$ cat src/rtl/md_iter_divider_pkg.sv
// Shared definitions for the iterative shift-subtract divider:
// state encodings, cycle count helper and the divide-by-zero result fill.
package md_iter_divider_pkg;

  typedef enum logic [1:0] {
    IDLE = 2'd0,
    RUN  = 2'd1,
    FIX  = 2'd2
  } state_t;

  localparam int DATA_WIDTH = 32;

  function automatic int div_cycles(input int width);
    return width + 1;
  endfunction

  localparam int DIV_CYCLES = div_cycles(DATA_WIDTH);

  // A zero divisor yields an all-ones quotient regardless of signedness.
  localparam logic DBZ_Q_FILL = 1'b1;

endpackage

$ cat src/rtl/md_iter_divider.sv
// Multicycle restoring divider: one quotient bit per cycle on magnitudes,
// signs applied in a single fix-up cycle before the done pulse.
module md_iter_divider
  import md_iter_divider_pkg::*;
#(
  parameter int WIDTH = DATA_WIDTH
) (
  input  logic             clk,
  input  logic             reset,
  input  logic             start,
  input  logic             is_signed,
  input  logic [WIDTH-1:0] dividend,
  input  logic [WIDTH-1:0] divisor,
  input  logic             cancel,
  output logic             busy,
  output logic             done,
  output logic [WIDTH-1:0] quotient,
  output logic [WIDTH-1:0] remainder,
  output logic             div_by_zero
);

  localparam int CNT_W = $clog2(div_cycles(WIDTH));

  state_t           state_q, state_d;
  logic [CNT_W-1:0] count_q, count_d;
  logic [WIDTH-1:0] rem_q, rem_d;
  logic [WIDTH-1:0] acc_q, acc_d;
  logic [WIDTH-1:0] dsr_q, dsr_d;
  logic [WIDTH-1:0] raw_q, raw_d;
  logic             quo_neg_q, quo_neg_d;
  logic             rem_neg_q, rem_neg_d;
  logic             dbz_q, dbz_d;
  logic [WIDTH-1:0] quotient_q, quotient_d;
  logic [WIDTH-1:0] remainder_q, remainder_d;
  logic             div_by_zero_q, div_by_zero_d;
  logic             done_q, done_d;

  logic             accept;
  logic [WIDTH-1:0] dvd_mag, dsr_mag;
  logic [WIDTH:0]   shifted, trial;
  logic [WIDTH-1:0] quo_fix, rem_fix;

  assign accept = (state_q == IDLE) && start && !cancel;

  always_ff @(posedge clk) begin
    if (reset) state_q <= IDLE;
    else       state_q <= state_d;
  end

  always_comb begin
    state_d = state_q;
    case (state_q)
      IDLE: if (accept) state_d = RUN;
      RUN: begin
        if (cancel)                         state_d = IDLE;
        else if (count_q == CNT_W'(1))      state_d = FIX;
      end
      FIX:     state_d = IDLE;
      default: state_d = IDLE;
    endcase
  end

  // The trial subtract is one bit wider than the operands so the borrow
  // shows up as a sign bit, which keeps |most negative| representable.
  always_comb begin
    dvd_mag = (is_signed && dividend[WIDTH-1]) ? -dividend : dividend;
    dsr_mag = (is_signed && divisor[WIDTH-1])  ? -divisor  : divisor;
    shifted = {rem_q, acc_q[WIDTH-1]};
    trial   = shifted - {1'b0, dsr_q};
    quo_fix = dbz_q ? {WIDTH{DBZ_Q_FILL}} : (quo_neg_q ? -acc_q : acc_q);
    rem_fix = dbz_q ? raw_q : (rem_neg_q ? -rem_q : rem_q);
  end

  always_comb begin
    count_d       = count_q;
    rem_d         = rem_q;
    acc_d         = acc_q;
    dsr_d         = dsr_q;
    raw_d         = raw_q;
    quo_neg_d     = quo_neg_q;
    rem_neg_d     = rem_neg_q;
    dbz_d         = dbz_q;
    quotient_d    = quotient_q;
    remainder_d   = remainder_q;
    div_by_zero_d = div_by_zero_q;
    done_d        = 1'b0;
    if (accept) begin
      count_d   = CNT_W'(WIDTH);
      rem_d     = '0;
      acc_d     = dvd_mag;
      dsr_d     = dsr_mag;
      raw_d     = dividend;
      quo_neg_d = is_signed && (dividend[WIDTH-1] ^ divisor[WIDTH-1]);
      rem_neg_d = is_signed && dividend[WIDTH-1];
      dbz_d     = (divisor == '0);
    end else if (state_q == RUN && !cancel) begin
      count_d = count_q - CNT_W'(1);
      if (!trial[WIDTH]) begin
        rem_d = trial[WIDTH-1:0];
        acc_d = {acc_q[WIDTH-2:0], 1'b1};
      end else begin
        rem_d = shifted[WIDTH-1:0];
        acc_d = {acc_q[WIDTH-2:0], 1'b0};
      end
    end else if (state_q == FIX && !cancel) begin
      quotient_d    = quo_fix;
      remainder_d   = rem_fix;
      div_by_zero_d = dbz_q;
      done_d        = 1'b1;
    end
  end

  always_ff @(posedge clk) begin
    if (reset) begin
      count_q       <= '0;
      rem_q         <= '0;
      acc_q         <= '0;
      dsr_q         <= '0;
      raw_q         <= '0;
      quo_neg_q     <= 1'b0;
      rem_neg_q     <= 1'b0;
      dbz_q         <= 1'b0;
      quotient_q    <= '0;
      remainder_q   <= '0;
      div_by_zero_q <= 1'b0;
      done_q        <= 1'b0;
    end else begin
      count_q       <= count_d;
      rem_q         <= rem_d;
      acc_q         <= acc_d;
      dsr_q         <= dsr_d;
      raw_q         <= raw_d;
      quo_neg_q     <= quo_neg_d;
      rem_neg_q     <= rem_neg_d;
      dbz_q         <= dbz_d;
      quotient_q    <= quotient_d;
      remainder_q   <= remainder_d;
      div_by_zero_q <= div_by_zero_d;
      done_q        <= done_d;
    end
  end

  always_comb begin
    busy        = (state_q == RUN) || (state_q == FIX);
    done        = done_q;
    quotient    = quotient_q;
    remainder   = remainder_q;
    div_by_zero = div_by_zero_q;
  end

endmodule

$ cat config.mk
export PLATFORM = sky130hd
export DESIGN_NAME = md_iter_divider
export DESIGN_NICKNAME = d
export VERILOG_FILES = /design/src/rtl/md_iter_divider_pkg.sv /design/src/rtl/md_iter_divider.sv
export SDC_FILE = /design/constraint.sdc
export NUM_CORES = 1
export LEC_CHECK = 0
export ABC_AREA = 1
export BUFFER_PORTS_ARGS = -buffer_cell sky130_fd_sc_hd__buf_2
export CAP_MARGIN = 20
export CORE_ASPECT_RATIO = 0.75
export CORE_MARGIN = 8
export CORE_UTILIZATION = 67
export CTS_BUF_LIST = sky130_fd_sc_hd__clkbuf_8
export DETAILED_ROUTE_END_ITERATION = 8
export GPL_ROUTABILITY_DRIVEN = 0
export PLACE_DENSITY_LB_ADDON = 0.05
export SKIP_CTS_REPAIR_TIMING = 1
export SYNTH_ARGS = -nofsm -noshare
export SYNTH_HDL_FRONTEND = slang
export SYNTH_SLANG_ARGS = --single-unit
$ cat constraint.sdc
create_clock -name clk -period 3.66 [get_ports clk]
set_input_delay 0 -clock clk [delete_from_list [all_inputs] [get_ports clk]]
set_output_delay 0 -clock clk [all_outputs]
set_load 0.02 [all_outputs]
* After elaboration in Yosys (flattened, before gate mapping)
Cells that the tools add are included.
Word-level totals: latch bits 0, memories kept 0, register bits 205, word-level logic and storage cells 61, memory bits (writable) 0, ROM bits 0, input port bits 69
Operators by class: eq/ne operators 5, add/subtract/negate cells 6, reduce and logical (&&, ||, !) cells 16, bitwise gates (word level) 3, multipliers 0, mux-type cells 17, shift-type cells 0, order comparisons 0, div/mod/pow operators 0
Operator list (number):
- 2-to-1 mux 32 bit | 9
- negation 32 bit | 4
- subtractor 33 x 32 -> 33 bit | 1
- zero test 32 bit | 1
- 2-to-1 mux 6 bit | 2
- logical AND 1 bit | 7
- equality test 6 x 1 -> 1 bit (second input constant) | 1
- 2-to-1 mux 2 bit | 3
- subtractor 6 x 1 -> 6 bit (second input constant) | 1
- case mux 2 bit (2 select lines) | 1
- != test 3 bit (second input constant) | 1
- AND reduction 3 bit | 1
- OR reduction 3 bit | 1
- equality test 2 x 1 -> 1 bit (second input constant) | 1
- equality test 2 bit (second input constant) | 1
- zero test 2 bit | 1
- 2-to-1 mux 1 bit | 2
- != test 2 bit (second input constant) | 1
- inverter 1 bit | 2
- AND reduction 2 bit | 1
- nonzero test 2 bit | 1
- OR reduction 2 bit | 1
- zero test 1 bit | 1
- logical OR 1 bit | 1
- XOR 1 bit | 1

* Longest topological paths before layout
Gate-level depths: netlist of the first run.
depth in word-level cells 5, mapped depth 19, gate-level depth less buffers 18

* Worst setup path after synthesis of the first run
Ideal clock, no wire load.
path type register to register, from register acc_q[31], to register rem_q[29], clock period less this slack 2.159 ns, setup slack 1.501 ns, arrival time 2.093 ns, required time 3.594 ns, setup time 0.066 ns, stages on the path, launching flop included 20, path buffers 1, path through dfxtp_1 > inv_1 > ha_1 > fa_1 > inv_1 > nand2_1 > nand2_1 > nand3_1 > nand2_2 > nand2_2 > nand2_2 > nand2_2 > nand2_2 > nand2_2 > nand2_4 > buf_8 > nand2_2 > nand2_1 > nand2_1 > a21oi_2
On the way: longest elaborated chain between the ends 2
RTL lines:
- start: declaration | RTL line md_iter_divider.sv:27 | logic [WIDTH-1:0] acc_q, acc_d;
- start signal: assignment | RTL line md_iter_divider.sv:117 | acc_q <= '0;
- start signal: assignment | RTL line md_iter_divider.sv:130 | acc_q <= acc_d;
- subtractor 33 x 32 -> 33 bit | RTL line md_iter_divider.sv:69 | trial = shifted - {1'b0, dsr_q};
- 2-to-1 mux 32 bit | RTL line md_iter_divider.sv:98 | if (!trial[WIDTH]) begin
- end signal: assignment | RTL line md_iter_divider.sv:129 | rem_q <= rem_d;
- end: declaration | RTL line md_iter_divider.sv:26 | logic [WIDTH-1:0] rem_q, rem_d;
Every way passes these cells. A chain may end at the register's enable or synchronous reset.

* Worst setup path after layout of the first run
from register state_q[1], to register dsr_q[4]
On the way: longest elaborated chain between the ends 3
RTL lines:
- start: declaration | RTL line md_iter_divider.sv:24 | state_t state_q, state_d;
- start signal: assignment | RTL line md_iter_divider.sv:47 | else state_q <= state_d;
- zero test 2 bit | RTL line md_iter_divider.sv:43 | assign accept = (state_q == IDLE) && start && !cancel;
- logical AND 1 bit (2 in a row) | RTL line md_iter_divider.sv:43
- end signal: assignment | RTL line md_iter_divider.sv:131 | dsr_q <= dsr_d;
- end: declaration | RTL line md_iter_divider.sv:28 | logic [WIDTH-1:0] dsr_q, dsr_d;
Every way passes these cells.

==> results of run 1 <==
==> power by group through the flow <==
stage               clock network, mW  logic [mW]  registers (mW)
finish                           2.13        2.41            2.53
global route                     2.23        2.66            2.55
CTS                              2.12        2.26            2.53
detailed placement                  0        2.24            2.57
global placement                    0        2.19            2.57
floorplan                           0        1.66            2.59
==> kinds of logic after synthesis <==
family                     after synthesis  share of synthesized area, %
buffers and inverters                  465                          12.9
and+or+nand+nor                       1126                          34.8
xor gates and xnor gates                33                          2.06
AOI/OAI and AO/OA                      414                          17.3
adders and majority gates               42                          3.79
DFF                                    205                          29.2
==> area by class of cell <==
class                      instances  area (µm²)
multi-input combinational       1615        8140
fill                            1668        4600
sequential                       205        4100
timing repair buffer             221        1520
inverter                         378        1420
clock buffer                      43         592
tap                              288         360
clock inverter                    15         100
==> worst reg2reg max path, cell delays in order, from the launching register on <==
cell           delay (ns)
dfxtp_1              0.31
inv_1                0.09
ha_1                 0.18
nand3_2              0.11
nor2_1               0.92
inv_1                0.69
o32ai_1              0.40
dlygate4sd3_1        0.58
==> worst min path at each step <==
stage,slack (ns),end,from,depth (start not counted)
2_1_floorplan,0.1,acc_q[21],dividend[21],1
3_3_place_gp,0.28,acc_q[21],dividend[21],2
3_5_place_dp,0.28,acc_q[21],dividend[21],2
4_1_cts,-0.26,acc_q[21],dividend[21],2
5_1_grt,0.05,count_q[2],start,6
6_report,0.03,count_q[2],start,6
==> metrics by stage <==
stage	utilization [%]	total power [mW]	instance area [µm²]	std cells	setup slack, ns
2_1_floorplan	-	4.24	14100	2285	1.50
3_3_place_gp	71.1	4.75	14800	2634	0.912
3_5_place_dp	71.1	4.81	14800	2634	0.905
4_1_cts	74.4	6.91	15500	2692	0.880
5_1_grt	77.9	7.44	16200	2765	0.206
6_report	77.9	7.07	16200	2765	0.314
==> per-layer routing <==
layer,vias up,part of all wire (%),routed length (µm),global-route usage (%)
met1,7390,41,19100,47.3
met5,-,0,0,0
met2,1117,42,19500,49.1
met4,0,3.0,1380,8.71
li1,7736,-,-,-
met3,158,14,6560,8.38
==> flip-flops by register name (all words and copies together), names as in the netlist <==
register and flops:
acc_q 32, rem_q 32, raw_q 32, quotient 32
remainder 32, dsr_q 32, state_q 2, rem_neg_q 1
dbz_q 1, quo_neg_q 1, done 1, count_q 6
div_by_zero 1
==> cell usage in the layout (no fill, tap or decap), types with 5 or more instances in the layout <==
master	n
nand2_1	618
inv_1	373
dfxtp_1	205
nor2_1	193
nand3_1	159
buf_2	135
o21ai_0	132
a21oi_1	116
dlygate4sd3_1	73
nor3_1	46
a31oi_1	43
clkbuf_8	43
ha_1	41
nand4_1	33
xor2_1	31
o22ai_1	28
nand2_2	16
a211oi_1	13
inv_2	12
nor4_1	12
o211ai_1	12
buf_4	12
o21bai_1	11
o221ai_1	11
or2_2	9
o21ai_1	9
nor2_4	6
o21a_1	6
a21oi_2	6
nand3b_1	5
==> results.md, run 1 <==
- Clock network fraction of total power: 30.1%
- Worst Setup Path Type: flip-flop to flip-flop
- Status: finished, final reports clean
- Die area: 25,900 µm²
- Largest net degree at the start of global routing: 65
- Placeable Area: 20,800 µm²
- DRT antenna net count: 0
- Crit path max fanout: 20
- Crit path top cell by count: inv_1
- Relative slew slack: 19.1%
- DPL Wire Length: 33,500 µm
- Initial Utilization: 67.5%
- Ys async rst share: 0%
- Final min period: 3.35 ns
- Port Buffers: 135
- Fmax achieved: 0.299 GHz
- Clk_lat worst skew: 0.53 ns
- Reg2reg start: state_q[1]
- Syn avg cell area: 6.15 µm²
- Switching share of power: 39.3%
- DRC violations left: 0
- Ys flop type: dfxtp_1
- CTS Buf Count: 34
- Sequential area share after synthesis: 29.2%
- Post-Route WL: 46,600 µm
- Sequential Power Share: 35.8%
- R2R Setup Slk: 0.31 ns
- Die X: 183 µm
- Final setup fails: 0
- Synth area leader: dfxtp_1
- Share of cells above drive strength 1: 10.9%
- Standard-cell rows: 46
- Vias/cell: 5.93
- Sw Pwr: 2.78 mW
- Ys Warns: 0
- CP endpoint kind: flip-flop
- Die height: 141 µm
- Comb power frac: 34.1%
- Synth area leaders: dfxtp_1 29%, nand2_1 17%, inv_1 9.8%, nand3_1 5.7%, nor2_1 5.2%
- R2r endpoint: dsr_q[4]
- Leak Pwr: 7.96 nW
- CTS tree: done
- Cell Area, Synth: 14,100 µm²
- Worst-path clk slew: 0.07 ns
- FF-to-FF path depth: 7
- Ports: 136
- Post-synth top area share: 29.2%
- Critical Path Max Stage Delay: 0.92 ns
- Buf/Inv on CP: 3
- Hold_ws: 0.0312 ns
- MaxCap Viol Count: 0
- Clk sink count: 205
- RSZ-0062 raised after global routing: no
- Cell Pwr Density: 436 nW/µm²
- Critical path arrival: 3.82 ns
- Vias: 16,400
- Antenna diode count: 0
- First-pass GRT wire length: 71,200 µm
- Critical Path Start: state_q[1]
- Worst Path Required: 4.13 ns
- Final Hold Viols: 0
- DRT Pass-1 Iters: 8
- Yosys reg bits: 205
- Worst min path class: primary input to flip-flop
- Crit-path slowest cell: nor2_1
- Drt initial violations: 2,300
- Initial antenna violation count: 0
- Internal power: 4.29 mW
- Global route total overflow: 0
- Clk root buf: clkbuf_8
- Critical Path Sink: dsr_q[4]
- H-tree levels: 2
- Yosys cell types: 58
- Nets@finish: 2,566
- Final Max Slew Viols: 0
- Commonest cells in the netlist: 618 x nand2_1, 368 x inv_1, 205 x dfxtp_1
- Final TNS setup: 0 ns
- Routed wire length per instance: 16.8 µm
- Count leader, synth: nand2_1
- Worst Max-Slew Pin Slew: 1.21 ns
- CP Cell Sequence: inv_1, ha_1, nand3_2, nor2_1, inv_1, o32ai_1, dlygate4sd3_1
- Area Growth Syn to Fin: 15.5%
- Vias in the first global route: 14,400
- Syn Nets: 2,396
- Post-synth EDFFs: 0
- Total GRT Usage: 33.2%
- WP depth: 7
- Max Clock Skew: 0.0205 ns
- Worst VDD drop: 0.000353 V
- Crit path max-delay family: buffers and inverters
- Cells after Synth: 2,285
- Fin crit share: 91.4%
- Max Root-Sink Buffers: 3
- Crit start category: flip-flop
(Power assumes the default switching activity.)
==> run 2: changes to the inputs <==
--- a/config.mk
+++ b/config.mk
@@ -10,11 +10,12 @@
 export CAP_MARGIN = 20
 export CORE_ASPECT_RATIO = 0.75
 export CORE_MARGIN = 8
-export CORE_UTILIZATION = 67
+export CORE_UTILIZATION = 45
 export CTS_BUF_LIST = sky130_fd_sc_hd__clkbuf_8
 export DETAILED_ROUTE_END_ITERATION = 8
 export GPL_ROUTABILITY_DRIVEN = 0
 export PLACE_DENSITY_LB_ADDON = 0.05
+export SETUP_SLACK_MARGIN = 0.15
 export SKIP_CTS_REPAIR_TIMING = 1
 export SYNTH_ARGS = -nofsm -noshare
 export SYNTH_HDL_FRONTEND = slang
==> results.md, run 2 (same netlist as run 1, synthesis figures left out) <==
- Standard-cell rows: 56 (+22%)
- Crit path top cell by count: nand2_2
- Worst-path clk slew: 0.06 ns (about the same)
- Placeable Area: 31,000 µm² (+49%)
- Final Hold Viols: 1 (+1)
- Worst VDD drop: 0.000309 V (-12%)
- Worst Path Required: 4.14 ns (about the same)
- Share of cells above drive strength 1: 11.2% (+0.32 points)
- H-tree levels: 2 (unchanged)
- First-pass GRT wire length: 75,000 µm (+5.3%)
- Vias/cell: 5.33 (-10%)
- CTS Buf Count: 36 (+5.9%)
- Clock network fraction of total power: 31.5% (+1.4 points)
- Non-filler cells, final: 2,894 (+4.7%)
- Worst Setup Path Type: flip-flop to flip-flop
- Drt initial violations: 1,367 (-41%)
- Post-Route WL: 47,800 µm (+2.6%)
- Vias in the first global route: 13,900 (-3.1%)
- Sequential Power Share: 35.1% (-0.7 points)
- Crit-path slowest cell: fa_1
- Worst Max-Slew Pin Slew: 0.951 ns (-0.259 ns)
- Initial Utilization: 45.3% (-22 points)
- RSZ-0062 raised after global routing: no
- DRT antenna net count: 0 (unchanged)
- DPL Wire Length: 36,600 µm (+9.2%)
- Final TNS setup: 0 ns (unchanged)
- CP endpoint kind: flip-flop
- Cell Pwr Density: 437 nW/µm² (+0.39%)
- Internal power: 4.43 mW (+3.3%)
- Worst min path class: primary input to flip-flop
- Final setup fails: 0 (unchanged)
- Critical path arrival: 3.17 ns (-0.65 ns)
- Clk sink count: 205 (unchanged)
- Nets@finish: 2,571 (+0.19%)
- Area Growth Syn to Fin: 17.3%
- Buf/Inv on CP: 2 (-1)
- Relative slew slack: 36.5% (+17 points)
- Crit path max-delay family: simple AND/OR/NAND/NOR gates
- DRC violations left: 0 (unchanged)
- Hold_ws: -0.0264 ns (-0.0577 ns)
- Die area: 37,200 µm² (+44%)
- Status: complete, but fails checks
- Highest-count cells in the layout ignoring fill and taps: 618 x nand2_1, 374 x inv_1, 205 x dfxtp_1, 193 x nor2_1, 159 x nand3_1
- Max Clock Skew: 0.0248 ns (+0.00426 ns)
- Placed Cells: 2,754 (+4.6%)
- Commonest non-fill, non-tap cell in the layout: nand2_1
- Fin crit share: 73.3% (-18 points)
- Multi-input logic area: 8140 µm² (unchanged)
- Final Max Slew Viols: 0 (unchanged)
- Leak Pwr: 8.04 nW (+0.93%)
- Die height: 169 µm (+20%)
- CP Cell Sequence: inv_1, ha_1, fa_1, inv_1, nand2_1, nand2_1, nand3_1, nand2_2, nand2_2, nand2_2, nand2_2, nand2_2, nand2_2, nand2_4, nand2_1, nand2_1, nand2_1, a21oi_2
- FF/Latch Area: 4100 µm² (unchanged)
- Vias: 15,400 (-6.0%)
- Filler cell count in the final layout: 3,231 (+94%)
- DRT Pass-1 Iters: 6 (-2)
- Crit start category: flip-flop
- Fmax achieved: 0.373 GHz (+25%)
- Crit path max fanout: 33 (+65%)
- Port Buffers: 135 (unchanged)
- Ports: 136 (unchanged)
- Violated checks: hold timing
- Comb power frac: 33.4% (-0.7 points)
- Die X: 220 µm (+20%)
- Global route total overflow: 0 (unchanged)
- Clk root buf: clkbuf_8
- Initial antenna violation count: 1 (+1)
- Largest net degree at the start of global routing: 64 (-1.5%)
- Routed wire length per instance: 16.5 µm (-2.0%)
- Max Root-Sink Buffers: 3 (unchanged)
- Clk_lat worst skew: 0.56 ns (+0.03 ns)
- CTS tree: done
- Critical Path Max Stage Delay: 0.40 ns (-0.52 ns)
- Sw Pwr: 2.78 mW (about the same)
- MaxCap Viol Count: 0 (unchanged)
- Final min period: 2.68 ns (-0.663 ns)
- Switching share of power: 38.6% (-0.74 points)
- Total GRT Usage: 25.0% (-8.2 points)
-- run 2: final cells by class --
| cell class | count | area share [%] |
|---|---|---|
| antenna | 2 | 0.0303 |
| tap | 406 | 3.08 |
| clock buffer | 49 | 4.09 |
| inverter | 378 | 8.60 |
| clock inverter | 15 | 0.584 |
| sequential | 205 | 24.9 |
| timing repair buffer | 224 | 9.39 |
| multi-input combinational | 1615 | 49.3 |
-- run 2: power by group through the flow --
stage	Clock, mW	Combinational [mW]	Sequential [mW]
floorplan	0	1.66	2.59
detailed placement	0	2.29	2.58
global route	2.44	2.70	2.56
CTS	2.32	2.30	2.53
global placement	0	2.27	2.58
finish	2.27	2.41	2.53
-- run 2: worst min-delay path, cell delays in order --
cell	delay [ns]
buf_2	0.10
inv_1	0.10
o21ai_0	0.10
nand2_1	0.05
o21ai_0	0.14
-- run 2: final timing paths --
check	start	cells past startpoint	end	slack, ns
setup reg to reg	acc_q[31]	18	rem_q[28]	0.98
hold / removal	divisor[23]	5	dsr_q[23]	-0.03
hold reg to reg	raw_q[22]	2	raw_q[22]	0.46
setup / recovery	acc_q[31]	18	rem_q[28]	0.98
-- run 2: per-stage QoR --
step | setup WS, ns | instance area (µm²) | util (%) | hold slack [ns] | total power, mW
2_1_floorplan | 1.50 | 14100 | - | 0.0998 | 4.24
3_3_place_gp | 1.01 | 15000 | 48.2 | 0.285 | 4.85
3_5_place_dp | 0.962 | 15000 | 48.2 | 0.294 | 4.87
4_1_cts | 0.935 | 15700 | 50.7 | -0.310 | 7.15
5_1_grt | 0.684 | 16500 | 53.1 | 0.0225 | 7.70
6_report | 0.976 | 16500 | 53.1 | -0.0264 | 7.21
-- run 2: routing by layer --
layer  GRT usage [%]  share of wire, %  routed length (µm)
met1            38.8                51               24300
met2            35.4                40               19200
met4            4.84               1.5                 721
met5               0                 0                   0
met3            4.28               7.6                3610
==> run 3: changes to the inputs <==
==> constraint.sdc (replaced) <==
create_clock -name clk -period 2.2 [get_ports clk]
set_input_delay 0 -clock clk [delete_from_list [all_inputs] [get_ports clk]]
set_output_delay 0 -clock clk [all_outputs]
set_load 0.02 [all_outputs]
==> results.md, run 3 (same netlist as run 1, synthesis figures left out) <==
- Final non-filler cell area: 18,300 µm² (+11%)
- Worst Max-Slew Pin Slew: 0.740 ns (-0.211 ns)
- Final TNS setup: -0.517 ns (-0.517 ns)
- Port Buffers: 135 (unchanged)
- Max Root-Sink Buffers: 3 (unchanged)
- Clk_lat worst skew: 0.55 ns (about the same)
- Placeable Area: 31,000 µm² (unchanged)
- Filler cell count in the final layout: 3,055 (-5.4%)
- Initial antenna violation count: 2 (+1)
- CP endpoint kind: flip-flop
- Min setup slack post-route: -0.0433 ns (-1.02 ns)
- Post-DP Area: 15,900 µm² (+6.3%)
- Total GRT Usage: 26.3% (+1.2 points)
- Clock network fraction of total power: 29.4% (-2.1 points)
- Sw Pwr: 5.04 mW (+81%)
- First-pass GRT wire length: 78,400 µm (+4.5%)
- Final min period: 2.24 ns (-0.440 ns)
- DRC violations left: 0 (unchanged)
- Area Growth Syn to Fin: 30.5%
- Status: complete, but fails checks
- CTS tree: done
- Clk sink count: 205 (unchanged)
- RSZ-0062 raised after global routing: yes
- Final Hold Viols: 3 (+2)
- Crit start category: flip-flop
- Die area: 37,200 µm² (unchanged)
- Initial Utilization: 45.3% (unchanged)
- Worst-path clk slew: 0.06 ns (about the same)
- Final setup fails: 27 (+27)
- Vias: 16,300 (+5.5%)
- Vias/cell: 5.37 (+0.86%)
- Worst VDD drop: 0.000451 V (+46%)
- Commonest non-fill, non-tap cell in the layout: nand2_1
- Crit path max fanout: 7 (-79%)
- Ports: 136 (unchanged)
- Standard-cell rows: 56 (unchanged)
- Cell Pwr Density: 712 nW/µm² (+63%)
- Vias in the first global route: 14,600 (+4.4%)
- Die height: 169 µm (unchanged)
- Leak Pwr: 8.88 nW (+11%)
- Post-Route WL: 51,600 µm (+8.0%)
- Worst Setup Path Type: flip-flop to flip-flop
- Largest net degree at the start of global routing: 73 (+14%)
- Worst min path class: primary input to flip-flop
- Internal power: 8.02 mW (+81%)
- Comb power frac: 38.3% (+4.9 points)
- Final Max Slew Viols: 0 (unchanged)
- Non-filler cells, final: 3,028 (+4.6%)
- FF/Latch Area: 4120 µm² (+0.34%)
- Global route total overflow: 0 (unchanged)
- Final core utilization: 59.1% (+5.9 points)
- Max Clock Skew: 0.0271 ns (+0.00234 ns)
- DRT antenna net count: 0 (unchanged)
- DPL Wire Length: 38,600 µm (+5.4%)
- Violated checks: hold timing, setup timing
- Multi-input logic area: 8810 µm² (+8.3%)
- Drt initial violations: 1,540 (+13%)
- Highest-count cells in the layout ignoring fill and taps: 579 x nand2_1, 352 x inv_1, 198 x dfxtp_1, 174 x nor2_1, 147 x nand3_1
- Share of cells above drive strength 1: 21.2% (+10 points)
- CTS Buf Count: 37 (+2.8%)
- Critical path arrival: 2.71 ns (-0.46 ns)
- Nets@finish: 2,704 (+5.2%)
- Relative slew slack: 50.6% (+14 points)
- H-tree levels: 2 (unchanged)
- Sequential Power Share: 32.3% (-2.8 points)
- Die X: 220 µm (unchanged)
- Switching share of power: 38.6% (about the same)
- Routed wire length per instance: 17.0 µm (+3.2%)
- MaxCap Viol Count: 0 (unchanged)
- Worst Path Required: 2.66 ns (-1.48 ns)
- Clk root buf: clkbuf_8
- DRT Pass-1 Iters: 5 (-1)
- Fmax achieved: 0.446 GHz (+20%)
- Fin crit share: 102% (+29 points)
- Placed Cells: 2,866 (+4.1%)
- Hold_ws: -0.0264 ns (+0.0000479 ns)
## run 3: routing by layer
metal / share of wire, % / vias up / wire length, µm / global-route usage, %
met5: 0 / - / 0 / 0
met4: 1.9 / 0 / 1000 / 6.38
met3: 9.4 / 63 / 4830 / 6.30
met2: 41 / 644 / 21200 / 36.9
met1: 48 / 7508 / 24600 / 39.3
li1: - / 8059 / - / -
## run 3: path summary, 6_finish.rpt
check              start        end  slack, ns  cells after the start
max             dsr_q[5]  rem_q[29]      -0.04                     18
min          divisor[22]  dsr_q[22]      -0.03                      4
max reg2reg     dsr_q[5]  rem_q[29]      -0.04                     18
min reg2reg    raw_q[28]  raw_q[28]       0.46                      2
## run 3: worst max-delay path: stages, from the launching register on
cell     delay [ns]
dfxtp_1        0.32
inv_1          0.11
ha_4           0.30
buf_4          0.11
nand2_1        0.08
nor2_1         0.15
nand3_2        0.10
nand2_2        0.10
nand2_2        0.05
nand2_2        0.08
nand2_4        0.08
nand2_4        0.09
nand2_4        0.07
nand2_8        0.11
buf_12         0.14
nand2_4        0.04
nand2_2        0.05
nand2_2        0.04
a21oi_2        0.13
## run 3: power by group through the flow
stage | Sequential [mW] | Clock [mW] | Combinational (mW)
finish | 4.22 | 3.84 | 5.00
global route | 4.25 | 4.08 | 5.50
CTS | 4.20 | 3.91 | 4.35
detailed placement | 4.28 | 0 | 4.33
global placement | 4.27 | 0 | 4.29
floorplan | 4.31 | 0 | 2.76
## run 3: area by class of cell
class / instances / area share (%)
Multi-Input combinational cell: 1615 / 48.1
Sequential cell: 205 / 22.5
Timing Repair Buffer: 355 / 14.5
Inverter: 378 / 7.81
Clock buffer: 53 / 3.98
Tap cell: 406 / 2.77
Clock inverter: 14 / 0.348
Timing Repair inverter: 1 / 0.0409
Antenna cell: 1 / 0.0136
## run 3: stage by stage
step	worst slack, ns	total power, mW
final	-0.0433	13.1
after global routing	-0.188	13.8
after CTS	-0.0922	12.5
after detailed placement	-0.0599	8.61
after global placement	-0.0227	8.56
after floorplan	0.154	7.07
